## config.mk

```make
export PLATFORM = sky130hd
export DESIGN_NAME = gshare_branch_predictor
export DESIGN_NICKNAME = d
export VERILOG_FILES = /design/src/rtl/bp_pkg.sv /design/src/rtl/bp_counter_table.sv /design/src/rtl/gshare_branch_predictor.sv
export SDC_FILE = /design/constraint.sdc
export NUM_CORES = 1
export LEC_CHECK = 0
export CAP_MARGIN = 25
export CORE_MARGIN = 2
export CORE_UTILIZATION = 28
export DETAILED_ROUTE_END_ITERATION = 7
export PLACE_DENSITY_LB_ADDON = 0.15
export SKIP_CTS_REPAIR_TIMING = 1
export SLEW_MARGIN = 20
export SYNTH_ARGS = -nofsm -noshare
export SYNTH_HDL_FRONTEND = slang
export SYNTH_SLANG_ARGS = --single-unit
export TNS_END_PERCENT = 50
```

## constraint.sdc

```tcl
create_clock -name clk -period 6.8 [get_ports clk]
set_clock_uncertainty 0.2 [all_clocks]
set_input_delay 1.36 -clock clk [delete_from_list [all_inputs] [get_ports clk]]
set_output_delay 1.36 -clock clk [all_outputs]
set_load 0.01 [all_outputs]
```

## src/rtl/bp_pkg.sv

```systemverilog
// Shared constants and arithmetic helpers for the branch predictor.
// Latency: n/a (package only).
// Backpressure: n/a.
// Helpers work on 32-bit values; callers zero-extend their operands and take
// the low bits of the result. Widths up to 32 bits are supported.
package bp_pkg;

  localparam int BP_STATIC_NT = 0;
  localparam int BP_STATIC_T  = 1;
  localparam int BP_BIMODAL   = 2;
  localparam int BP_GSHARE    = 3;

  // Weakly not-taken: 2^(bits-1)-1, e.g. 2'b01 for 2-bit counters.
  function automatic logic [31:0] ctr_reset_val(input int bits);
    return (32'd1 << (bits - 1)) - 32'd1;
  endfunction

  // Saturating up/down step of a bits-wide counter.
  function automatic logic [31:0] ctr_sat_update(input logic [31:0] val,
                                                 input logic        up,
                                                 input int          bits);
    logic [31:0] max_v;
    max_v = 32'hFFFF_FFFF >> (32 - bits);
    if (up) return (val == max_v) ? val : val + 32'd1;
    else    return (val == 32'd0) ? val : val - 32'd1;
  endfunction

  // Saturating increment for statistics; sticks at all-ones.
  function automatic logic [31:0] stat_sat_inc(input logic [31:0] val,
                                               input int          bits);
    logic [31:0] max_v;
    max_v = 32'hFFFF_FFFF >> (32 - bits);
    return (val == max_v) ? val : val + 32'd1;
  endfunction

endpackage

```

## src/rtl/bp_counter_table.sv

```systemverilog
// Table of saturating counters: one combinational read port, one update port.
// Latency: read 0 cycles (no bypass of a same-cycle update); update lands at the edge.
// Backpressure: none; an update is accepted every cycle wr_valid is high.
// Ports: clk/rst (async active-low), rd_index -> rd_ctr,
//        wr_valid/wr_index/wr_taken train one entry per cycle.
module bp_counter_table
  import bp_pkg::*;
#(
  parameter int INDEX_BITS = 6,
  parameter int CTR_BITS   = 2
) (
  input  logic                  clk,
  input  logic                  rst,
  input  logic [INDEX_BITS-1:0] rd_index,
  output logic [CTR_BITS-1:0]   rd_ctr,
  input  logic                  wr_valid,
  input  logic [INDEX_BITS-1:0] wr_index,
  input  logic                  wr_taken
);

  localparam int ENTRIES = 1 << INDEX_BITS;
  localparam logic [31:0] RST_FULL = ctr_reset_val(CTR_BITS);
  localparam logic [CTR_BITS-1:0] RST_VAL = RST_FULL[CTR_BITS-1:0];

  logic [CTR_BITS-1:0] table_q [ENTRIES];
  logic [CTR_BITS-1:0] ctr_d;
  logic [31:0]         ctr_full;

  assign rd_ctr   = table_q[rd_index];
  assign ctr_full = ctr_sat_update(32'(table_q[wr_index]), wr_taken, CTR_BITS);
  assign ctr_d    = ctr_full[CTR_BITS-1:0];

  always_ff @(posedge clk or negedge rst) begin
    if (!rst) begin
      for (int i = 0; i < ENTRIES; i++) table_q[i] <= RST_VAL;
    end else if (wr_valid) begin
      table_q[wr_index] <= ctr_d;
    end
  end

endmodule

```

## src/rtl/gshare_branch_predictor.sv

```systemverilog
// Configurable branch predictor (static NT/T, bimodal, gshare) with history recovery and stats.
// Latency: prediction/index combinational in ID; training, history and stats update at the edge.
// Backpressure: none; pred_stall only freezes the speculative history shift.
// Ports: pred_* predict the BEQ in ID; upd_* train from the branch resolved in MEM;
//        mispredict is combinational; stat_* count resolved branches and mispredicts.
module gshare_branch_predictor
  import bp_pkg::*;
#(
  parameter int PC_WIDTH   = 32,
  parameter int PC_SHIFT   = 0,
  parameter int INDEX_BITS = 6,
  parameter int CTR_BITS   = 2,
  parameter int GHR_BITS   = 4,
  parameter int MODE       = 2,
  parameter int STAT_WIDTH = 16
) (
  input  logic                  clk,
  input  logic                  rst,
  input  logic                  pred_valid,
  input  logic                  pred_stall,
  input  logic [PC_WIDTH-1:0]   pred_pc,
  output logic                  pred_taken,
  output logic [INDEX_BITS-1:0] pred_index,
  input  logic                  upd_valid,
  input  logic [INDEX_BITS-1:0] upd_index,
  input  logic                  upd_pred,
  input  logic                  upd_taken,
  output logic                  mispredict,
  input  logic                  stat_clear,
  output logic [STAT_WIDTH-1:0] stat_branches,
  output logic [STAT_WIDTH-1:0] stat_mispredicts,
  output logic [GHR_BITS-1:0]   spec_ghr
);

  logic [GHR_BITS-1:0]   spec_ghr_q, spec_ghr_d;
  logic [GHR_BITS-1:0]   committed_ghr_q, committed_ghr_d;
  logic [GHR_BITS-1:0]   commit_shift, spec_shift;
  logic [STAT_WIDTH-1:0] stat_br_q, stat_br_d;
  logic [STAT_WIDTH-1:0] stat_mp_q, stat_mp_d;
  logic [31:0]           br_inc, mp_inc;
  logic [INDEX_BITS-1:0] pc_idx, ghr_ext;
  logic [CTR_BITS-1:0]   rd_ctr;
  logic                  unused_pc_bits;

  // Only a slice of the PC is used for indexing.
  assign unused_pc_bits = ^pred_pc;

  assign pc_idx = pred_pc[PC_SHIFT+INDEX_BITS-1:PC_SHIFT];

  always_comb begin
    ghr_ext = '0;
    ghr_ext[GHR_BITS-1:0] = spec_ghr_q;
  end

  assign pred_index = (MODE == BP_GSHARE) ? (pc_idx ^ ghr_ext) : pc_idx;

  bp_counter_table #(
    .INDEX_BITS (INDEX_BITS),
    .CTR_BITS   (CTR_BITS)
  ) u_table (
    .clk      (clk),
    .rst      (rst),
    .rd_index (pred_index),
    .rd_ctr   (rd_ctr),
    .wr_valid (upd_valid),
    .wr_index (upd_index),
    .wr_taken (upd_taken)
  );

  always_comb begin
    pred_taken = 1'b0;
    case (MODE)
      BP_STATIC_T:            pred_taken = 1'b1;
      BP_BIMODAL, BP_GSHARE:  pred_taken = rd_ctr[CTR_BITS-1];
      default:                pred_taken = 1'b0;
    endcase
  end

  assign mispredict = upd_valid & (upd_pred ^ upd_taken);

  generate
    if (GHR_BITS == 1) begin : g_ghr1
      assign commit_shift = upd_taken;
      assign spec_shift   = pred_taken;
    end else begin : g_ghrn
      assign commit_shift = {committed_ghr_q[GHR_BITS-2:0], upd_taken};
      assign spec_shift   = {spec_ghr_q[GHR_BITS-2:0], pred_taken};
    end
  endgenerate

  // Recovery wins over a same-cycle prediction: that younger branch is flushed.
  always_comb begin
    spec_ghr_d = spec_ghr_q;
    if (mispredict)                    spec_ghr_d = commit_shift;
    else if (pred_valid && !pred_stall) spec_ghr_d = spec_shift;
  end

  assign committed_ghr_d = upd_valid ? commit_shift : committed_ghr_q;

  assign br_inc = stat_sat_inc(32'(stat_br_q), STAT_WIDTH);
  assign mp_inc = stat_sat_inc(32'(stat_mp_q), STAT_WIDTH);

  always_comb begin
    stat_br_d = stat_br_q;
    stat_mp_d = stat_mp_q;
    if (stat_clear) begin
      stat_br_d = '0;
      stat_mp_d = '0;
    end else begin
      if (upd_valid)  stat_br_d = br_inc[STAT_WIDTH-1:0];
      if (mispredict) stat_mp_d = mp_inc[STAT_WIDTH-1:0];
    end
  end

  always_ff @(posedge clk or negedge rst) begin
    if (!rst) begin
      spec_ghr_q      <= '0;
      committed_ghr_q <= '0;
      stat_br_q       <= '0;
      stat_mp_q       <= '0;
    end else begin
      spec_ghr_q      <= spec_ghr_d;
      committed_ghr_q <= committed_ghr_d;
      stat_br_q       <= stat_br_d;
      stat_mp_q       <= stat_mp_d;
    end
  end

  assign spec_ghr         = spec_ghr_q;
  assign stat_branches    = stat_br_q;
  assign stat_mispredicts = stat_mp_q;

endmodule

```

==> results.md <==
- Status: complete, no violations
- Net total in the final layout: 972
- Slew @ Worst Pin: about 1.1 ns
- CTS tree: built
- Post-DR wirelength/cell: roughly 18 µm
- DR iter-0 viols: between 400 and 500
- Clk pwr share: about two fifths
- I/O pins: 90
- Total Power: 2.47 mW
- First-pass GRT wire length: around 39000 µm
- Post-Synthesis Cells: just under 900
- Clock latency on the worst-skew pair: between 0.4 and 0.5 ns
- Initial antenna violation count: 0
- Vias per cell: between 4 and 5
- Area growth, synth to finish: 18.4%
- Clock root buffer: clkbuf_16
- Delay-heaviest family, CP: buffers and inverters
- Num CTS Buffers: 17
- Worst path bufs/invs: 3
- Hold Crit Class: register to register
- Critical path arrival: 4.38 ns
- Clk slew on worst S/H paths: about 0.070 ns
- Port bufs: 63
- DPL Wire Length: 16800 µm
- Combinational fraction of design power: about an eighth
- Switching portion of total power: approximately 29%
- Vias: between 6000 and 7000
- Synth Cell Area: about 0.0086 mm²
- Synth Warn #: 0
- Final Hold Fails: 0
- Gr ovfl total: 0
- Remaining DRCs: 0
- Crit Path Class: input pin to output port
- WHS: between 0.2 and 0.3 ns
- Die area: ~0.032 mm²
- Sequential area share after synthesis: 49.6%
- Clock sinks: 167
- Layout cells sized above 1: between 10% and 20%
- Critical Path, Cell by Cell: clkdlybuf4s50_1, buf_4, mux4_2, mux2i_1, mux2i_1, mux2i_1, mux2i_1, clkdlybuf4s50_1
- Top cell type by total area after synthesis: dfrtp_1
- Initial Util: between 20% and 30%
- Core box area: 0.0304 mm²
- Detailed Route WL: between 20000 and 25000 µm
- GRT Total Usage: around 16%
- Post-Synth Simple-Gate Area: roughly 17%
- CTS max path bufs: 2
- Die width: approximately 180 µm
- Highest Clock Rate: 168 MHz
- Placer Congestion: about 0.77
- Flop pwr share: a little under half
- Adder-cell share of the synthesized area: less than 1%
- Cell Int Power: 1.75 mW
- Largest net degree at the start of global routing: 75
- CP Launch Type: input pin
- Max-slew violation count: 0
- Area after detailed placement: about 0.0096 mm²
- Power Density: 242 mW/mm²
- Leak: 3.96 nW
- Register bit count reported by yosys: approximately 170
- Synth Area in XOR/XNOR: under 10%
- DRT Pass-1 Iters: 4
- Setup TNS: 0 ns
- Max transition margin: about a quarter
- Post-synth net total: about 920
- H-tree levels: 4
- NetSw: just over 0.7 mW
- FP Rows: 64
- Synth cell types: between 50 and 60
- Synth Area in Compound Gates: approximately an eighth
- Mean area per synthesized cell: roughly 9.9 µm²
- Asr flop ratio synth: between 90% and 100%
- Unrepaired setup endpoints after global routing: no
- Req. time, crit path: around 5.2 ns
- Period utilization: ~87%
- Crit end category: output port
- Main combinational cell family by area after synthesis: simple AND/OR/NAND/NOR gates
- Final ANT Viol Nets: 0
- Mux share of post-synthesis cell area: 13.5%
- Antenna cells: 0
- Max incr delay on CP: 0.97 ns
- Most instantiated cells after synthesis: nand2_1, dfrtp_1, o21ai_0, dfstp_2, o21ai_1
- Tmin final: approximately 5.9 ns
- EDFF count, synth: 0
- Synth area leaders: dfrtp_1, dfstp_2, nand2_1
- Synth Flop Type: dfrtp_1
- Yosys top cell area share: ~30%
- Vias in the first global route: roughly 6500
- CP max stage cell: clkdlybuf4s50_1
- Die Ht: around 180 µm
- Max IR drop VDD: about 170 µV
- Crit path top cell by count: mux2i_1
- Cell with the most instances after synthesis: nand2_1
- Max cap viols: 0
- Setup violators final: 0
- Finished Cell Area: around 0.010 mm²
- Worst-path fanout max: 9
## per-stage QoR
stage | std cells | setup WS, ns | utilization (%)
floorplan | 870 | 2.17 | -
global placement | 1298 | 0.754 | 31.4
detailed placement | 1301 | 0.784 | 31.5
CTS | 1333 | 0.781 | 33.4
global route | 1333 | 0.665 | 33.4
finish | 1333 | 0.857 | 33.4
## layout by cell type (no fill, tap or decap), drive strengths merged, types with 3 or more instances in the layout
| cell | n |
|---|---|
| nor2b | 4 |
| nand3b | 4 |
| clkinv | 5 |
| nor3b | 3 |
| nand3 | 19 |
| and3 | 5 |
| dfrtp | 103 |
| nand2b | 5 |
| mux2 | 10 |
| clkbuf | 18 |
| o2bb2ai | 3 |
| or3 | 3 |
| nor3 | 4 |
| and2 | 3 |
| nor4 | 4 |
| xnor2 | 12 |
| inv | 21 |
| a221o | 3 |
| nor2 | 44 |
| o211ai | 6 |
| a211oi | 3 |
| o22ai | 4 |
| a21oi | 11 |
| and4 | 4 |
| mux4 | 29 |
| buf | 24 |
| xor2 | 16 |
| nand2 | 224 |
| dfstp | 64 |
| o21ai | 142 |
| mux2i | 39 |
| a21boi | 3 |
| clkdlybuf4s50 | 60 |
| nand4 | 10 |
## logic make-up after synthesis
| group | count (synthesis) |
|---|---|
| compound gates | 190 |
| xor+xnor | 28 |
| fa+ha+maj | 4 |
| buf+inv | 62 |
| flops | 167 |
| mux | 78 |
| simple gates | 341 |
## worst paths after layout
path | from | end | slack [ns] | cells past startpoint
worst min-delay path | u_table.table_q[68] | u_table.table_q[68] | 0.26 | 2
worst min register to register | u_table.table_q[68] | u_table.table_q[68] | 0.26 | 2
max in group asynchronous | rst | u_table.table_q[11] | 4.47 | 2
worst max register to register | u_table.table_q[43] | u_table.table_q[49] | 3.39 | 8
worst max-delay path | pred_pc[0] | pred_taken | 0.86 | 8
min in group asynchronous | rst | spec_ghr[0] | 0.76 | 1
## registers in the layout (all words and copies together), names as in the netlist
name              cells
stat_branches        16
spec_ghr              4
u_table.table_q     128
stat_mispredicts     16
committed_ghr_q       3
## final cells by class
cell class                 count  area, µm²
clock inverter                14        151
multi-input combinational    641       3990
tap                          396        495
sequential                   167       4260
clock buffer                  18        439
timing repair buffer          84        791
inverter                      13       48.8
fill                        3159      20300
## power by group through the flow
stage	sequential, mW	clock, mW	combinational [mW]
2_1_floorplan	1.17	0	0.207
3_3_place_gp	1.19	0	0.319
3_5_place_dp	1.19	0	0.324
4_1_cts	1.17	1.00	0.324
5_1_grt	1.19	1.04	0.357
6_report	1.17	0.976	0.317
## worst min-delay path: cells and delay by family, from the launching register on
family / cells / cell delay, ns
and+or+nand+nor: 1 / 0.04
DFF: 1 / 0.37
AOI/OAI and AO/OA: 1 / 0.05
## metal layers
layer	vias up	wire [µm]	GRT usage (%)
li1	3177	-	-
met1	3137	11700	22.5
met2	94	11500	25.4
met3	22	680	2.71
met4	0	384	4.20
met5	-	0	0
Power figures use the tool's default switching activity.
